### src/rtl/acc_cpu_pkg.sv
// ============================================================================
// acc_cpu_pkg : shared types, opcodes and field positions for the accumulator CPU
// Revision    : 1.0
// ============================================================================
`default_nettype none
`timescale 1ns/1ps

package acc_cpu_pkg;

  typedef enum logic [2:0] {
    ST_IDLE = 3'd0,
    ST_T0   = 3'd1,
    ST_T1   = 3'd2,
    ST_T2   = 3'd3,
    ST_T3   = 3'd4,
    ST_T4   = 3'd5,
    ST_HALT = 3'd6
  } state_t;

  localparam logic [2:0] OP_ADD = 3'b000;
  localparam logic [2:0] OP_SUB = 3'b001;
  localparam logic [2:0] OP_XOR = 3'b010;
  localparam logic [2:0] OP_DBL = 3'b011;
  localparam logic [2:0] OP_LDA = 3'b100;
  localparam logic [2:0] OP_STA = 3'b101;
  localparam logic [2:0] OP_CMM = 3'b110;
  localparam logic [2:0] OP_SYS = 3'b111;

  // Instruction field positions: I at the top, 3-bit opcode just below it
  function automatic int ind_bit(input int data_w);
    return data_w - 1;
  endfunction

  function automatic int op_msb(input int data_w);
    return data_w - 2;
  endfunction

  function automatic int op_lsb(input int data_w);
    return data_w - 4;
  endfunction

endpackage

`default_nettype wire

### src/rtl/acc_cpu_mem.sv
// ============================================================================
// acc_cpu_mem : register-array memory, one write port, core and debug async reads
// Revision    : 1.0
// ============================================================================
`default_nettype none
`timescale 1ns/1ps

module acc_cpu_mem
  import acc_cpu_pkg::*;
#(
  parameter int DATA_W = 8,
  parameter int ADDR_W = 4
) (
  input  logic              clk,
  input  logic              we_i,
  input  logic [ADDR_W-1:0] waddr_i,
  input  logic [DATA_W-1:0] wdata_i,
  input  logic [ADDR_W-1:0] raddr_i,
  output logic [DATA_W-1:0] rdata_o,
  input  logic [ADDR_W-1:0] dbg_addr_i,
  output logic [DATA_W-1:0] dbg_data_o
);

  localparam int C_DEPTH = 1 << ADDR_W;

  // Contents are deliberately not reset
  logic [DATA_W-1:0] mem_q [C_DEPTH];

  always_ff @(posedge clk) begin
    if (we_i) begin
      mem_q[waddr_i] <= wdata_i;
    end
  end

  assign rdata_o    = mem_q[raddr_i];
  assign dbg_data_o = mem_q[dbg_addr_i];

endmodule

`default_nettype wire

### src/rtl/acc_cpu_param.sv
// ============================================================================
// acc_cpu_param : parametrised 5-state accumulator CPU with program-load port
// Revision      : 1.0
// ============================================================================
`default_nettype none
`timescale 1ns/1ps

module acc_cpu_param
  import acc_cpu_pkg::*;
#(
  parameter int DATA_W = 8,
  parameter int ADDR_W = 4
) (
  input  logic              clk,
  input  logic              rst,
  input  logic              start_i,
  input  logic [ADDR_W-1:0] pc_init_i,
  input  logic [DATA_W-1:0] ac_init_i,
  input  logic              ld_en_i,
  input  logic [ADDR_W-1:0] ld_addr_i,
  input  logic [DATA_W-1:0] ld_data_i,
  input  logic [ADDR_W-1:0] dbg_addr_i,
  output logic [DATA_W-1:0] dbg_data_o,
  output logic [DATA_W-1:0] ac_o,
  output logic [ADDR_W-1:0] pc_o,
  output logic              e_flag_o,
  output logic              busy_o,
  output logic              halted_o,
  output logic              instr_done_o
);

  localparam int C_IND    = ind_bit(DATA_W);
  localparam int C_OP_MSB = op_msb(DATA_W);
  localparam int C_OP_LSB = op_lsb(DATA_W);

  state_t            state_q, state_d;
  logic [DATA_W-1:0] ac_q, ac_d;
  logic [ADDR_W-1:0] pc_q, pc_d;
  logic [ADDR_W-1:0] ar_q, ar_d;
  logic [DATA_W-1:0] ir_q, ir_d;
  logic              e_q, e_d;
  logic [2:0]        op_q, op_d;
  logic              ind_q, ind_d;
  logic              done_q;

  logic              w_idle_or_halt;
  logic [DATA_W-1:0] w_mem_rd;
  logic              w_t4_we;
  logic [DATA_W-1:0] w_t4_wdata;
  logic              w_mem_we;
  logic [ADDR_W-1:0] w_mem_waddr;
  logic [DATA_W-1:0] w_mem_wdata;

  assign w_idle_or_halt = (state_q == ST_IDLE) || (state_q == ST_HALT);

  always_comb begin
    state_d    = state_q;
    ac_d       = ac_q;
    pc_d       = pc_q;
    ar_d       = ar_q;
    ir_d       = ir_q;
    e_d        = e_q;
    op_d       = op_q;
    ind_d      = ind_q;
    w_t4_we    = 1'b0;
    w_t4_wdata = ac_q;
    case (state_q)
      ST_IDLE, ST_HALT: begin
        if (start_i) begin
          pc_d    = pc_init_i;
          ac_d    = ac_init_i;
          e_d     = 1'b0;
          state_d = ST_T0;
        end
      end
      ST_T0: begin
        ar_d    = pc_q;
        state_d = ST_T1;
      end
      ST_T1: begin
        ir_d    = w_mem_rd;
        pc_d    = pc_q + ADDR_W'(1);
        state_d = ST_T2;
      end
      ST_T2: begin
        ar_d    = ir_q[ADDR_W-1:0];
        op_d    = ir_q[C_OP_MSB:C_OP_LSB];
        ind_d   = ir_q[C_IND];
        state_d = ST_T3;
      end
      ST_T3: begin
        // JMP never indirects, so AR keeps the raw address field for it
        if (ind_q && (op_q != OP_SYS)) begin
          ar_d = w_mem_rd[ADDR_W-1:0];
        end
        state_d = ST_T4;
      end
      ST_T4: begin
        state_d = ST_T0;
        case (op_q)
          OP_ADD: {e_d, ac_d} = {1'b0, ac_q} + {1'b0, w_mem_rd};
          OP_SUB: {e_d, ac_d} = {1'b0, ac_q} - {1'b0, w_mem_rd};
          OP_XOR: ac_d = ac_q ^ w_mem_rd;
          OP_DBL: begin
            w_t4_we    = 1'b1;
            w_t4_wdata = w_mem_rd + w_mem_rd;
            e_d        = w_mem_rd[DATA_W-1];
          end
          OP_LDA: ac_d = w_mem_rd;
          OP_STA: begin
            w_t4_we    = 1'b1;
            w_t4_wdata = ac_q;
          end
          OP_CMM: begin
            w_t4_we    = 1'b1;
            w_t4_wdata = ~w_mem_rd;
          end
          default: begin
            if (ind_q) begin
              pc_d = ir_q[ADDR_W-1:0];
            end else begin
              state_d = ST_HALT;
            end
          end
        endcase
      end
      default: state_d = ST_IDLE;
    endcase
  end

  // Load port and T4 writes are exclusive by state; reset kills either write
  assign w_mem_we    = !rst && (w_t4_we || (w_idle_or_halt && ld_en_i));
  assign w_mem_waddr = (state_q == ST_T4) ? ar_q : ld_addr_i;
  assign w_mem_wdata = (state_q == ST_T4) ? w_t4_wdata : ld_data_i;

  always_ff @(posedge clk) begin
    if (rst) begin
      state_q <= ST_IDLE;
      ac_q    <= '0;
      pc_q    <= '0;
      ar_q    <= '0;
      ir_q    <= '0;
      e_q     <= 1'b0;
      op_q    <= '0;
      ind_q   <= 1'b0;
      done_q  <= 1'b0;
    end else begin
      state_q <= state_d;
      ac_q    <= ac_d;
      pc_q    <= pc_d;
      ar_q    <= ar_d;
      ir_q    <= ir_d;
      e_q     <= e_d;
      op_q    <= op_d;
      ind_q   <= ind_d;
      done_q  <= (state_q == ST_T4);
    end
  end

  acc_cpu_mem #(
    .DATA_W(DATA_W),
    .ADDR_W(ADDR_W)
  ) u_mem (
    .clk       (clk),
    .we_i      (w_mem_we),
    .waddr_i   (w_mem_waddr),
    .wdata_i   (w_mem_wdata),
    .raddr_i   (ar_q),
    .rdata_o   (w_mem_rd),
    .dbg_addr_i(dbg_addr_i),
    .dbg_data_o(dbg_data_o)
  );

  assign ac_o         = ac_q;
  assign pc_o         = pc_q;
  assign e_flag_o     = e_q;
  assign busy_o       = !w_idle_or_halt;
  assign halted_o     = (state_q == ST_HALT);
  assign instr_done_o = done_q;

endmodule

`default_nettype wire

### config.mk
export PLATFORM = sky130hd
export DESIGN_NAME = acc_cpu_param
export DESIGN_NICKNAME = d
export VERILOG_FILES = /design/src/rtl/acc_cpu_pkg.sv /design/src/rtl/acc_cpu_mem.sv /design/src/rtl/acc_cpu_param.sv
export SDC_FILE = /design/constraint.sdc
export NUM_CORES = 1
export LEC_CHECK = 0
export ABC_AREA = 1
export BUFFER_PORTS_ARGS = -buffer_cell sky130_fd_sc_hd__buf_2
export CAP_MARGIN = 15
export CORE_ASPECT_RATIO = 0.7
export CORE_MARGIN = 4
export CORE_UTILIZATION = 35
export CTS_CLUSTER_DIAMETER = 40
export CTS_CLUSTER_SIZE = 10
export DETAILED_ROUTE_END_ITERATION = 8
export GPL_TIMING_DRIVEN = 1
export SKIP_LAST_GASP = 1
export SYNTH_ARGS = -nofsm -noshare
export SYNTH_HDL_FRONTEND = slang
export SYNTH_HIERARCHICAL = 1
export SYNTH_SLANG_ARGS = --single-unit
### constraint.sdc
create_clock -name clk -period 2.65 [get_ports clk]
set_input_delay 0.53 -clock clk [delete_from_list [all_inputs] [get_ports clk]]
set_output_delay 0.53 -clock clk [all_outputs]
set_load 0.005 [all_outputs]
==> metrics <==
Placer Congestion between 0.8 and 0.9; layout cells sized above 1 18.8%; XOR/XNOR Fraction of Synth Area less than 1%; PortBufs 55; Fin Clk Skew 0.0103 ns; chip width roughly 210 um; Int Power about 6 mW; global-route wire length before repair between 40 and 50 mm; Syn Area/Cell about 7.7 um^2; number of global-route vias before repair around 8300; initial core utilization a little over a third; NumNets Final around 1400; number of synthesized flops with an enable pin between 100 and 150; total power draw between 9 and 10 mW; Slew Limit Headroom 56.0%; Layout area overhead 21.3%; register clock-pin slew on the reported worst setup and hold paths roughly 0.06 ns; GRT Total Usage 19.7%; Final Max Slew Viols 0; Yosys cell types between 40 and 50; Clock Latency Late Sink between 0.4 and 0.5 ns; CP Launch Type register; status finished clean; Hold WC Path Type primary input to register; Worst Path Class, Setup register to register; WL per Instance between 15 and 20 um; Congestion Overflow GR 0; Fmax roughly 390 MHz; Post-synth ARST share 0%; largest net degree at the start of global routing 65; Util after Layout approximately 44%; total negative slack 0 ns; Worst-Margin Slew between 0.6 and 0.7 ns; CTS Buffer Depth 2; H-tree depth 4; Synth Area in Simple Gates 31.0%; placed cell areas between 10000 and 15000 um^2; Max VDD drop ~460 uV; largest family of logic cells by synthesized area simple AND/OR/NAND/NOR gates; Yosys reg bits 161; DR iter-0 viols about 840; post-route setup slack 0.0574 ns; Hold-fix buffers, CTS 0; Static Leak roughly 5.3 nW; final routed DRC violation total 0; n_diodes 0; FF-to-FF path depth 19; Final Hold Fails 0; Clk pwr share a little over a quarter; post-route minimum period 2.59 ns; sw power around 3.4 mW; antenna violations before repair 0; total of max-cap violations 0; Synth Area in Compound Gates 8.02%; sequential share of power around a third; row count 50; Design Area, Final 11800 um^2; crit end category register; CTS tree built; Synth Net Count between 1000 and 1500; Mapped Cells roughly 1300; Adder-Cell Fraction of Synth Area 2.59%; CTS Sinks around 160; vias per cell 5.14; Hold Path Stages 3; dpl hpwl 21.9 mm; CTS buffer count 17; DIE AREA slightly above 30000 um^2; drt first pass iters 5; antenna viol nets, final 0; Seq/Total Area, Yosys approximately 46%; CTS Root Cell clkbuf_16; CP Max Fanout 10; Final Cycle Share a little over nine tenths; Req. time, crit path 3.02 ns; mux share of post-synthesis cell area 0%; Most used DFF post-synth edfxtp_1; CP arrival slightly below 3 ns; Die Y-Extent between 100 and 150 um; share of total power in combinational logic between 40 and 50%; synthesized area around 9700 um^2; dpl ws -0.0641 ns; Ports 56; Total Wirelength between 30 and 40 mm; RSZ-0062 raised after global routing true; Vias around 9000; synth warn 6; Power Density 790 nW/um^2; final setup vio count 0; Core Area roughly 27000 um^2; Switching Fraction a little over a third
metrics by stage:
step / hold slack [ns] / cells
detailed placement: 0.465 / 1709
finish: 0.367 / 1748
global placement: 0.460 / 1709
floorplan: 0.442 / 1264
CTS: 0.349 / 1742
global route: 0.364 / 1748
logic make-up after synthesis:
| logic type | Yosys count |
|---|---|
| simple gates | 687 |
| buf+inv | 268 |
| flops | 161 |
| xor+xnor | 2 |
| fa+ha+maj | 19 |
| compound gates | 127 |
power groups by stage:
| stage | sequential, mW | clock, mW | combinational (mW) |
|---|---|---|---|
| after floorplan | 3.01 | 0 | 2.01 |
| after global placement | 3.05 | 0 | 3.35 |
| after detailed placement | 3.05 | 0 | 3.34 |
| after CTS | 3.00 | 2.54 | 3.40 |
| after global routing | 3.04 | 2.64 | 4.17 |
| final | 3.02 | 2.49 | 3.83 |
worst paths after layout:
path / start / to / slack [ns]
worst min register to register: e_flag_o$_SDFFE_PP0P_ / e_flag_o$_SDFFE_PP0P_ / 0.48
worst max register to register: ar_q[0]$_SDFFE_PP0P_ / ac_o[6]$_SDFFE_PP0P_ / 0.06
worst max-delay path: ar_q[0]$_SDFFE_PP0P_ / ac_o[6]$_SDFFE_PP0P_ / 0.06
worst min-delay path: ac_init_i[0] / ac_o[0]$_SDFFE_PP0P_ / 0.37
critical path: stages, from the launching register on:
cell and delay (ns):
dfxtp_4 0.39, inv_8 0.10, buf_12 0.13, nand2_1 0.07, nand3_2 0.07, nand3_2 0.08
nand3_2 0.09, nand2_4 0.09, ha_4 0.18, fa_2 0.34, inv_1 0.08, nand2_2 0.07
a21oi_2 0.15, buf_4 0.14, nand2_1 0.06, nand3_1 0.07, nand3_1 0.09, nand2_1 0.08
nand3_1 0.08, a21oi_1 0.15
Yosys cell counts, drive strengths merged, types with 2 or more instances:
library cell | instances | share of area [%]
o211ai | 2 | 0.15
nand4 | 4 | 0.26
nor2 | 54 | 2.4
a21oi | 47 | 2.5
nand2 | 364 | 14
nor3 | 5 | 0.26
dfxtp | 33 | 6.8
fa | 2 | 0.41
edfxtp | 128 | 39
a31oi | 2 | 0.13
o21a | 2 | 0.23
ha | 17 | 2.2
a211oi | 7 | 0.69
a221oi | 7 | 0.63
clkbuf | 10 | 0.40
o221ai | 6 | 0.54
nand3 | 254 | 13
nand3b | 4 | 0.31
buf | 52 | 3.6
o21ai | 41 | 2.2
o21bai | 2 | 0.15
o22ai | 7 | 0.45
inv | 206 | 8.0
o31ai | 3 | 0.23
cell type report:
class / count / area (um^2)
Fill cell: 2679 / 15300
Clock buffer: 21 / 450
Inverter: 206 / 786
Tap cell: 364 / 455
Multi-Input combinational cell: 835 / 4280
Sequential cell: 161 / 4510
Clock inverter: 11 / 139
Timing Repair Buffer: 150 / 1200
sequential cells by signal (all words and copies together) (netlist names):
signal and cells:
ar_q 4, op_q 3, state_q 3, u_mem/mem_q 128, ir_q 8, ind_q 1, ac_o 8, instr_done_o 1
e_flag_o 1, pc_o 4
per-layer routing:
| layer | share of wire [%] | vias to the layer above | track usage (%) |
|---|---|---|---|
| met5 | 0 | - | 0 |
| met3 | 9.6 | 24 | 4.56 |
| met4 | 0.92 | 0 | 3.90 |
| met2 | 41 | 420 | 27.6 |
| li1 | - | 4358 | - |
| met1 | 48 | 4183 | 31.0 |
layout by cell type (no fill, tap or decap), drive strengths merged, types with 4 or more instances in the layout:
master  count
a21oi      47
clkinv      7
inv       206
nor3        5
o21ai      41
dfxtp      33
a221oi      7
nand4       4
ha         17
o221ai      6
buf       148
edfxtp    128
nand3b      4
nand3     254
nor2       54
nand2     364
o22ai       7
a211oi      7
clkbuf     22
timing repair:
item,4_1_cts,5_1_grt
cloned,1,1
hold endpoints to repair,0,0
endpoints found under the setup margin,1,6
buffers inserted,0,3
pin swaps,0,10
resized for setup,5,59
Note: power is estimated with default switching activity, not from simulation.
